<file path="src/rtl/product_readout_if.sv">
// product_readout_if
//   Valid/ready stream carrying one A-column of the product array per beat.
//   master (producer) drives data/index/valid/last, slave (sink) drives ready.
//   Signals:
//     out_data   [DIM_C-1:0][ACC_WIDTH-1:0]  one word per product row
//     out_idx    [IDX_W-1:0]                 column index of this beat
//     out_valid                              beat valid
//     out_last                               final beat of the frame
//     out_ready                              sink accepts beat
interface product_readout_if #(
  parameter int DIM_C     = 4,
  parameter int DIM_A     = 4,
  parameter int ACC_WIDTH = 16
);
  localparam int IDX_W = (DIM_A > 1) ? $clog2(DIM_A) : 1;

  logic [DIM_C-1:0][ACC_WIDTH-1:0] out_data;
  logic [IDX_W-1:0]                out_idx;
  logic                            out_valid;
  logic                            out_last;
  logic                            out_ready;

  modport master (
    output out_data, out_idx, out_valid, out_last,
    input  out_ready
  );

  modport slave (
    input  out_data, out_idx, out_valid, out_last,
    output out_ready
  );
endinterface

</file>
<file path="src/rtl/product_readout.sv">
// product_readout
//   Captures the DIM_C x DIM_A product array when start is seen in IDLE, then
//   streams it out one column per beat. The captured copy lets the array
//   producer keep overwriting prod_in while the frame is read out.
//   Ports:
//     clk        clock, rising edge
//     rst        asynchronous reset, active-high
//     start      request readout of the current prod_in
//     prod_in    [DIM_C-1:0][DIM_A-1:0][ACC_WIDTH-1:0] product array
//     out_if     stream master (out_data/out_idx/out_valid/out_last, out_ready)
//     busy       high whenever not IDLE
//     done       one-cycle pulse after the final beat is accepted
//     start_err  one-cycle pulse when start arrives while busy
module product_readout #(
  parameter int DIM_C     = 4,
  parameter int DIM_A     = 4,
  parameter int ACC_WIDTH = 16
) (
  input  logic                                       clk,
  input  logic                                       rst,
  input  logic                                       start,
  input  logic [DIM_C-1:0][DIM_A-1:0][ACC_WIDTH-1:0] prod_in,
  product_readout_if.master                          out_if,
  output logic                                       busy,
  output logic                                       done,
  output logic                                       start_err
);
  localparam int IDX_W = (DIM_A > 1) ? $clog2(DIM_A) : 1;
  localparam logic [IDX_W-1:0] LAST_IDX = IDX_W'(DIM_A - 1);

  typedef enum logic [1:0] {IDLE, STREAM, DONE} state_t;

  state_t                                     state_reg;
  logic [DIM_C-1:0][DIM_A-1:0][ACC_WIDTH-1:0] snap_reg;
  logic [IDX_W-1:0]                           idx_reg;
  logic [IDX_W-1:0]                           idx_next;
  logic                                       valid_reg;
  logic                                       last_reg;
  logic                                       busy_reg;
  logic                                       done_reg;
  logic                                       start_err_reg;

  assign idx_next = idx_reg + 1'b1;

  always_ff @(posedge clk or posedge rst) begin
    if (rst) begin
      state_reg     <= IDLE;
      snap_reg      <= '0;
      idx_reg       <= '0;
      valid_reg     <= 1'b0;
      last_reg      <= 1'b0;
      busy_reg      <= 1'b0;
      done_reg      <= 1'b0;
      start_err_reg <= 1'b0;
    end else begin
      done_reg      <= 1'b0;
      start_err_reg <= 1'b0;
      case (state_reg)
        IDLE: begin
          if (start) begin
            snap_reg  <= prod_in;
            idx_reg   <= '0;
            valid_reg <= 1'b1;
            // With a single column the first beat is also the last one.
            last_reg  <= (DIM_A == 1);
            busy_reg  <= 1'b1;
            state_reg <= STREAM;
          end
        end
        STREAM: begin
          if (start) start_err_reg <= 1'b1;
          if (valid_reg && out_if.out_ready) begin
            if (idx_reg == LAST_IDX) begin
              idx_reg   <= '0;
              valid_reg <= 1'b0;
              last_reg  <= 1'b0;
              done_reg  <= 1'b1;
              state_reg <= DONE;
            end else begin
              idx_reg  <= idx_next;
              last_reg <= (idx_next == LAST_IDX);
            end
          end
        end
        DONE: begin
          // done is high for this single cycle; busy drops on return to IDLE.
          if (start) start_err_reg <= 1'b1;
          busy_reg  <= 1'b0;
          state_reg <= IDLE;
        end
        default: begin
          valid_reg <= 1'b0;
          last_reg  <= 1'b0;
          busy_reg  <= 1'b0;
          state_reg <= IDLE;
        end
      endcase
    end
  end

  // Column mux: out_data follows idx_reg, so it only moves on a handshake.
  genvar gi;
  generate
    for (gi = 0; gi < DIM_C; gi++) begin : g_col_mux
      assign out_if.out_data[gi] = snap_reg[gi][idx_reg];
    end
  endgenerate

  assign out_if.out_idx   = idx_reg;
  assign out_if.out_valid = valid_reg;
  assign out_if.out_last  = last_reg;
  assign busy             = busy_reg;
  assign done             = done_reg;
  assign start_err        = start_err_reg;
endmodule

</file>
<file path="src/flat_wrapper.sv">
// flat-port wrapper written by rule: the top's interface ports become plain ports
module product_readout_flat 
#(
  parameter int DIM_C     = 4,
  parameter int DIM_A     = 4,
  parameter int ACC_WIDTH = 16
)
  (clk, rst, start, prod_in, busy, done, start_err, out_if_out_data, out_if_out_idx, out_if_out_valid, out_if_out_last, out_if_out_ready);
  product_readout_if #(.DIM_C(DIM_C), .DIM_A(DIM_A), .ACC_WIDTH(ACC_WIDTH)) out_if_i ();
  input  logic clk;
  input  logic rst;
  input  logic start;
  input  logic [DIM_C-1:0][DIM_A-1:0][ACC_WIDTH-1:0] prod_in;
  output logic busy;
  output logic done;
  output logic start_err;
  output wire logic [$bits(out_if_i.out_data)-1:0] out_if_out_data;
  output wire logic [$bits(out_if_i.out_idx)-1:0] out_if_out_idx;
  output wire logic [$bits(out_if_i.out_valid)-1:0] out_if_out_valid;
  output wire logic [$bits(out_if_i.out_last)-1:0] out_if_out_last;
  input wire logic [$bits(out_if_i.out_ready)-1:0] out_if_out_ready;
  assign out_if_out_data = out_if_i.out_data;
  assign out_if_out_idx = out_if_i.out_idx;
  assign out_if_out_valid = out_if_i.out_valid;
  assign out_if_out_last = out_if_i.out_last;
  assign out_if_i.out_ready = out_if_out_ready;
  product_readout #(.DIM_C(DIM_C), .DIM_A(DIM_A), .ACC_WIDTH(ACC_WIDTH)) u_core (.clk(clk), .rst(rst), .start(start), .prod_in(prod_in), .out_if(out_if_i), .busy(busy), .done(done), .start_err(start_err));
endmodule
</file>
<file path="config.mk">
export PLATFORM = sky130hd
export DESIGN_NAME = product_readout_flat
export DESIGN_NICKNAME = d
export VERILOG_FILES = /design/src/rtl/product_readout_if.sv /design/src/rtl/product_readout.sv /design/src/flat_wrapper.sv
export SDC_FILE = /design/constraint.sdc
export NUM_CORES = 1
export LEC_CHECK = 0
export ABC_AREA = 1
export CAP_MARGIN = 0
export CORE_MARGIN = 3
export CORE_UTILIZATION = 45
export CTS_CLUSTER_SIZE = 40
export DETAILED_ROUTE_END_ITERATION = 16
export PLACE_DENSITY = 0.82
export SLEW_MARGIN = 0
export SYNTH_ARGS = -nofsm -noshare
export SYNTH_HDL_FRONTEND = slang
export SYNTH_SLANG_ARGS = --single-unit
export TNS_END_PERCENT = 10
</file>
<file path="constraint.sdc">
create_clock -name clk -period 21.8 [get_ports clk]
set_input_delay 3.27 -clock clk [delete_from_list [all_inputs] [get_ports clk]]
set_output_delay 3.27 -clock clk [all_outputs]
set_load 0.005 [all_outputs]
</file>
; Word level (Yosys, flattened, before mapping)
; Cells that the tools add are included.
[totals]
register_bits = 265
latch_bits = 0
mem_bits_rw = 0
rom_bits = 0
inputBits = 260
out_inout_bits = 71
wordCells = 74
memories = 0
[classes]
n_addsub = 1
mul = 0
div = 0
magnitude_cmp = 1
n_eq_ne = 7
shift = 0
n_mux = 30
bitwise = 2
reduce_logical = 10
[ops]
columns = op, n
row1 = $bmux 16 s2, 4
row2 = $mux 16, 4
row3 = $mux 2, 6
row4 = $mux 1, 11
row5 = $reduce_and 3->1, 3
row6 = $pmux 2 s2, 2
row7 = $eq 2x2->1 const B, 3
row8 = $pmux 1 s3, 2
row9 = $ne 2x1->1 const B, 2
row10 = $reduce_and 2->1, 2
row11 = $reduce_and 4->1, 1
row12 = $lt 2x3->1 const B, 1
row13 = $add 2x1->2 const B, 1
row14 = $eq 2x1->1 const B, 1
row15 = $logic_not 2->1, 1
row16 = $ne 2x2->1 const B, 1
row17 = $not 1->1, 2
row18 = $pmux 1 s2, 1
row19 = $reduce_bool 2->1, 1
row20 = $reduce_or 2->1, 1
row21 = $logic_and 1x1->1, 1

; Logic depth before layout (Yosys ltp)
; Gate-level depths: netlist of run 1.
[logic_depth]
depth_word = 5
ltp_mapped = 8
mapped_depth_nobuf = 7

; Worst setup path before layout of run 1
; Ideal clock, no wire load.
[synth_timing]
kind = reg-to-output
startpoint = register u_core.idx_reg[0] (netlist: u_core.out_if.out_idx[0])
endpoint = output out_if_out_data[28]
arrival_time_ns = 1.036
required_time_ns = 18.530
path_slack_ns = 17.494
stages_incl_launch_ff = 6
n_path_buf = 3
path_cell_list = dfrtp_1 > buf_4 > buf_6 > buf_6 > nor2_1 > o22ai_2
[synth_via]
elab_chain_len = 2
[synth_rtl]
columns = element, line
row1 = from (decl), product_readout.sv:35  ; logic [IDX_W-1:0] idx_reg;
row2 = from (signal assigned), product_readout.sv:80  ; idx_reg <= idx_next;
row3 = $bmux 16 s2, product_readout.sv:105  ; assign out_if.out_data[gi] = snap_reg[gi][idx_reg];
row4 = $mux 16 (implied by the code), product_readout.sv:105
row5 = to (decl), flat_wrapper.sv:17  ; output wire logic [$bits(out_if_i.out_data)-1:0] out_if_out_data;
; No other way between the ends. The select of a mux whose other input is x is not followed.

; Worst setup path after layout of run 1
[layout_timing]
startpoint = register u_core.idx_reg[0] (netlist: u_core.out_if.out_idx[0])
endpoint = output out_if_out_data[27]
; The elaborated chain is that of the path after synthesis.

==> metrics.cfg, run 1 <==
[synth]
ys_types=20
syn_area_per_cell_um2=8.09
ys_ff_latch=265
syn_area_um2=12400
syn_inst=1535
yosysSeqAreaShare=0.534
syn_nets=1802
yosys_warnings=0

[floorplanning]
initial_core_util=0.460
core.rowCount=60
die_area_um2=29600
chipWidth_um=172
core_um2=27000
io_pins=331
die_y_um=172

[sta]
rsz0062_at_grt=false
fmax_ghz=0.148
fin_tns_setup_ns=0
tightest_slew_ns=1.12
final.setup_skew_ns=0.0108
layout_min_cycle_time_ns=6.78
slew_violations=0
setup_violations=0
worst_slack_ns=15.02
slew_headroom=0.255
hold_viol=0
post-route-period-util=0.311

[finish]
layout_commonest_cell=nand2_1
syn_to_final_growth_pct=33.3
nNetsFinal=2047
antennaDiodeCount=0
largest_register_ffs=256
layout.cells.non_filler=2141
drive_gt1_frac=0.0433
final_cell_mix=528 x nand2_1, 329 x clkdlybuf4s50_1, 263 x dfrtp_1
stdcell_area_um2=16600

[power_and_ir_drop]
power_switching_w=0.000850
power_per_cell_area_nw_per_um2=138
power_frac_seq=0.382
pwr-share-comb=0.398
leakagePower_nw=8.01
swShare=0.373
cellInternalPower_w=0.00143
peakVddDrop_mv=0.143
clkPwrFrac=0.220

[drt]
avgViaCountPerCell=5.54
wl_per_cell_um=18.2
dr.pass1.iters=7
vias=11900
wirelength_um=38900
drc=0
ant_nets=0
drt-initial-drc-count=1242

[critical_path]
cp.arrival_ns=3.51
worstPathCellList=inv_4, buf_4, nor2_1, o22ai_1, clkdlybuf4s50_1
cp_slowest_cell=dfrtp_4
worstPathRequired_ns=18.53
r2r_cells=6
cpPeakStageDelay_ns=0.70
path_buf_inv=3
end_kind=output port
criticalPathCategory=reg -> out
cp_num_cells=5
cp_max_fo=69
crit_family=buffers and inverters
worstSetupStartpointType=flop
reg2reg_setup_slack_ns=18.45

[clock_network]
hold_buffers=0
cts_resized=0
clk-insertion-delay-late_ns=0.54
cts_buffers=29
clock_path_buffers=3
postCtsSetupRepairBufs=0
root_buffer=clkbuf_16
clock_sinks=265
tritoncts=done
htree_levels=1
path_clk_slew_ns=0.06

[place]
dpl-instance-area_um2=15600
numPortBuffers=330
dp.cells=2090
post-place-ws_ns=15.56
post-dp-hpwl_um=24700
gp_congestion=0.869

[min_path]
holdPathStages=2
hp-class=reg -> reg

[global_routing]
track_usage=0.251
grt_max_degree=150
first_global_vias=11500
grt_pass1_wl_um=59900
grt_antenna_before_repair=2
overflow=0

[job]
cap_violations=0

[status]
status=finished, final reports clean

Yosys cell counts:
| library cell | n | area, um^2 |
|---|---|---|
| buf_4 | 31 | 233 |
| ha_1 | 7 | 87.6 |
| nand3_1 | 261 | 1310 |
| inv_2 | 3 | 11.3 |
| dfrtp_1 | 265 | 6630 |
| buf_6 | 3 | 33.8 |
| o22ai_1 | 55 | 344 |
| nor2_1 | 128 | 480 |
| a21oi_1 | 3 | 15.0 |
| nand2_4 | 1 | 11.3 |
| o22ai_2 | 9 | 113 |
| o21bai_1 | 1 | 7.51 |
| nand2_1 | 528 | 1980 |
| nor3_1 | 1 | 5.00 |
| or2_2 | 1 | 6.26 |
| o21ai_0 | 78 | 390 |
| clkbuf_1 | 17 | 63.8 |
| inv_1 | 12 | 45.0 |
| buf_2 | 76 | 380 |
| o21ai_1 | 55 | 275 |
per-stage QoR:
stage	hold WS (ns)	total power, W	utilization
2_1_floorplan	0.437	0.00140	-
3_3_place_gp	0.448	0.00174	0.576
3_5_place_dp	0.454	0.00177	0.576
4_1_cts	0.468	0.00229	0.613
5_1_grt	0.484	0.00244	0.613
6_report	0.467	0.00228	0.613
cell type report:
type                       instances  area, um^2
clock buffer                      44         902
clock inverter                     7        88.8
fill                            2305       10500
inverter                          15        66.3
multi-input combinational       1128        5040
sequential                       265        6640
tap                              341         427
timing repair buffer             341        3390
power by group through the flow:
stage	registers, W	clock network [W]	logic, W
floorplan	0.000821	0	0.000582
global placement	0.000863	0	0.000875
detailed placement	0.000869	0	0.000902
CTS	0.000866	0.000511	0.000910
global route	0.000895	0.000533	0.00101
finish	0.000871	0.000502	0.000906
worst register-to-register path, delay by kind of cell, from the launching register on:
kind	cells	cell delay (ns)
buffers and inverters	2	0.85
flip-flops	1	0.41
adder cells (fa/ha/maj)	1	0.80
AND/OR/NAND/NOR	3	1.17
cells by family after synthesis:
logic type	synth area share
buffers and inverters	0.0617
DFF	0.534
and+or+nand+nor	0.305
adders and majority gates	0.00705
AOI/OAI and AO/OA	0.0922
layer usage:
metal  part of all wire  up-vias  global-route usage
met5            0.00064        -                   0
met4              0.044        4               0.103
met3              0.074      113              0.0430
met2               0.48      559               0.407
met1               0.40     5637               0.338
li1                   -     5545                   -
final timing paths:
path	startpoint	to
worst max-delay path	u_core.out_if.out_idx[0]	out_if_out_data[27]
max in group asynchronous	rst	u_core.snap_reg[61]
worst max register to register	u_core.state_reg[0]	u_core.snap_reg[241]
min in group asynchronous	rst	u_core.snap_reg[165]
worst min register to register	u_core.snap_reg[165]	u_core.snap_reg[165]
worst min-delay path	u_core.snap_reg[165]	u_core.snap_reg[165]
(Power assumes the default switching activity.)
==> inputs of run 2 (changes only) <==
==> constraint.sdc (replaced) <==
create_clock -name clk -period 6.9 [get_ports clk]
set_input_delay 1.035 -clock clk [delete_from_list [all_inputs] [get_ports clk]]
set_output_delay 1.035 -clock clk [all_outputs]
set_load 0.005 [all_outputs]
==> metrics.cfg, run 2 (same netlist as run 1, synthesis figures left out) <==
[place]
numPortBuffers=330  ; unchanged
post-dp-hpwl_um=24900  ; +1.0%
gp_congestion=0.885  ; +1.8%

[clock_network]
cts_resized=0  ; unchanged
clock_path_buffers=3  ; unchanged
clk-insertion-delay-late_ns=0.54  ; about the same
clock_sinks=265  ; unchanged
hold_buffers=0  ; unchanged
htree_levels=1  ; unchanged
path_clk_slew_ns=0.06  ; about the same
postCtsSetupRepairBufs=0  ; unchanged
root_buffer=clkbuf_16
tritoncts=done
cts_buffers=28  ; -3.4%

[global_routing]
track_usage=0.253  ; +0.00187
grt_max_degree=155  ; +3.3%
overflow=0  ; unchanged
grt_pass1_wl_um=60700  ; +1.4%
grt_antenna_before_repair=3  ; +1
first_global_vias=11800  ; +2.1%

[floorplanning]
core.rowCount=60  ; unchanged
die_y_um=172  ; unchanged
initial_core_util=0.460  ; unchanged
chipWidth_um=172  ; unchanged
io_pins=331  ; unchanged
die_area_um2=29600  ; unchanged
core_um2=27000  ; unchanged

[drt]
wl_per_cell_um=18.2  ; about the same
drt-initial-drc-count=1262  ; +1.6%
drc=0  ; unchanged
wirelength_um=38900  ; +0.11%
dr.pass1.iters=6  ; -1
vias=11900  ; +0.67%
ant_nets=0  ; unchanged
avgViaCountPerCell=5.57  ; +0.53%

[sta]
tightest_slew_ns=1.13  ; +0.0154 ns
fin_tns_setup_ns=0  ; unchanged
final.setup_skew_ns=0.00963  ; -0.00114 ns
hold_viol=0  ; unchanged
fmax_ghz=0.223
setup_violations=0  ; unchanged
post-route-period-util=0.651
slew_headroom=0.244  ; -0.0103
rsz0062_at_grt=false
slew_violations=0  ; unchanged
layout_min_cycle_time_ns=4.49

[finish]
drive_gt1_frac=0.0444  ; +0.00109
nNetsFinal=2047  ; unchanged
syn_to_final_growth_pct=33.6
final_cell_mix=528 x nand2_1, 329 x clkdlybuf4s50_1, 263 x dfrtp_1
largest_register_ffs=256  ; unchanged
layout_commonest_cell=nand2_1
final_util=0.614  ; +0.00134

[critical_path]
cp_max_fo=66  ; -4.3%
criticalPathCategory=reg -> out
worstPathRequired_ns=5.86  ; -12.67 ns
r2r-start=u_core.state_reg[0]
end_kind=output port
cp.arrival_ns=3.46  ; -0.05 ns
reg2reg_setup_slack_ns=3.96  ; -14.49 ns
r2r_end=u_core.snap_reg[220]
worstSetupStartpointType=flop
r2r_cells=6  ; unchanged

[job]
cap_violations=0  ; unchanged

[power_and_ir_drop]
peakVddDrop_mv=0.331  ; +130%
power_per_cell_area_nw_per_um2=436  ; +220%
leakagePower_nw=8.02  ; +0.11%

[min_path]
hp-class=reg -> reg
holdPathStages=2  ; unchanged
min_from=u_core.snap_reg[167]
worstHoldEndpoint=u_core.snap_reg[167]

[status]
status=finished, final reports clean

-- run 2: changes by cell type in the layout (fill, tap and decap cells not counted), moves of 2 or more --
cell | previous run | this run
clkinv_2 | 4 | 7
clkinvlp_4 | 0 | 2
clkbuf_8 | 13 | 9
diode_2 | 0 | 2
bufinv_16 | 2 | 4
-- run 2: layout make-up --
class	instances	area, um^2
sequential	265	6640
tap	341	427
clock inverter	12	163
inverter	15	62.6
clock buffer	39	843
antenna	2	5.00
multi-input combinational	1128	5040
timing repair buffer	342	3410
fill	2277	10400
-- run 2: metrics by stage --
stage | power [W] | worst slack, ns | cells | area [um^2] | hold WS (ns)
floorplan | 0.00443 | 2.37 | 1535 | 12400 | 0.437
global placement | 0.00550 | 2.97 | 2091 | 15600 | 0.449
detailed placement | 0.00561 | 2.93 | 2091 | 15600 | 0.453
CTS | 0.00727 | 2.36 | 2142 | 16600 | 0.468
global route | 0.00774 | 2.18 | 2143 | 16600 | 0.486
finish | 0.00723 | 2.41 | 2144 | 16600 | 0.467
-- run 2: layer usage --
layer  global-route usage  wire length [um]  vias up
li1                     -                 -     5548
met1                0.335             16000     5781
met2                0.413             18500      487
met3               0.0487              2570      117
met4                0.103              1870        4
met5                    0                23        -
-- run 2: worst max-delay path by stage --
| stage | from | endpoint | cells after the start |
|---|---|---|---|
| detailed placement | u_core.out_if.out_idx[0] | out_if_out_data[42] | 5 |
| global placement | u_core.out_if.out_idx[0] | out_if_out_data[42] | 5 |
| global route | u_core.out_if.out_idx[0] | out_if_out_data[63] | 5 |
| floorplan | rst | u_core.busy | 1 |
| CTS | u_core.out_if.out_idx[0] | out_if_out_data[27] | 5 |
| finish | u_core.out_if.out_idx[0] | out_if_out_data[63] | 5 |
-- run 2: critical path: stages, from the launching register on --
cell and delay (ns):
dfrtp_4 0.72, inv_4 0.57, buf_4 0.68, o21ai_0 0.16, o22ai_1 0.18, clkdlybuf4s50_1 0.53
-- run 2: power by group --
part	internal [W]	total, W	leakage (nW)	switching (W)
clock network	0.000997	0.00163	0.501	0.000631
registers	0.00229	0.00275	3.29	0.000459
logic	0.00126	0.00286	4.23	0.00160
total	0.00454	0.00723	8.02	0.00269
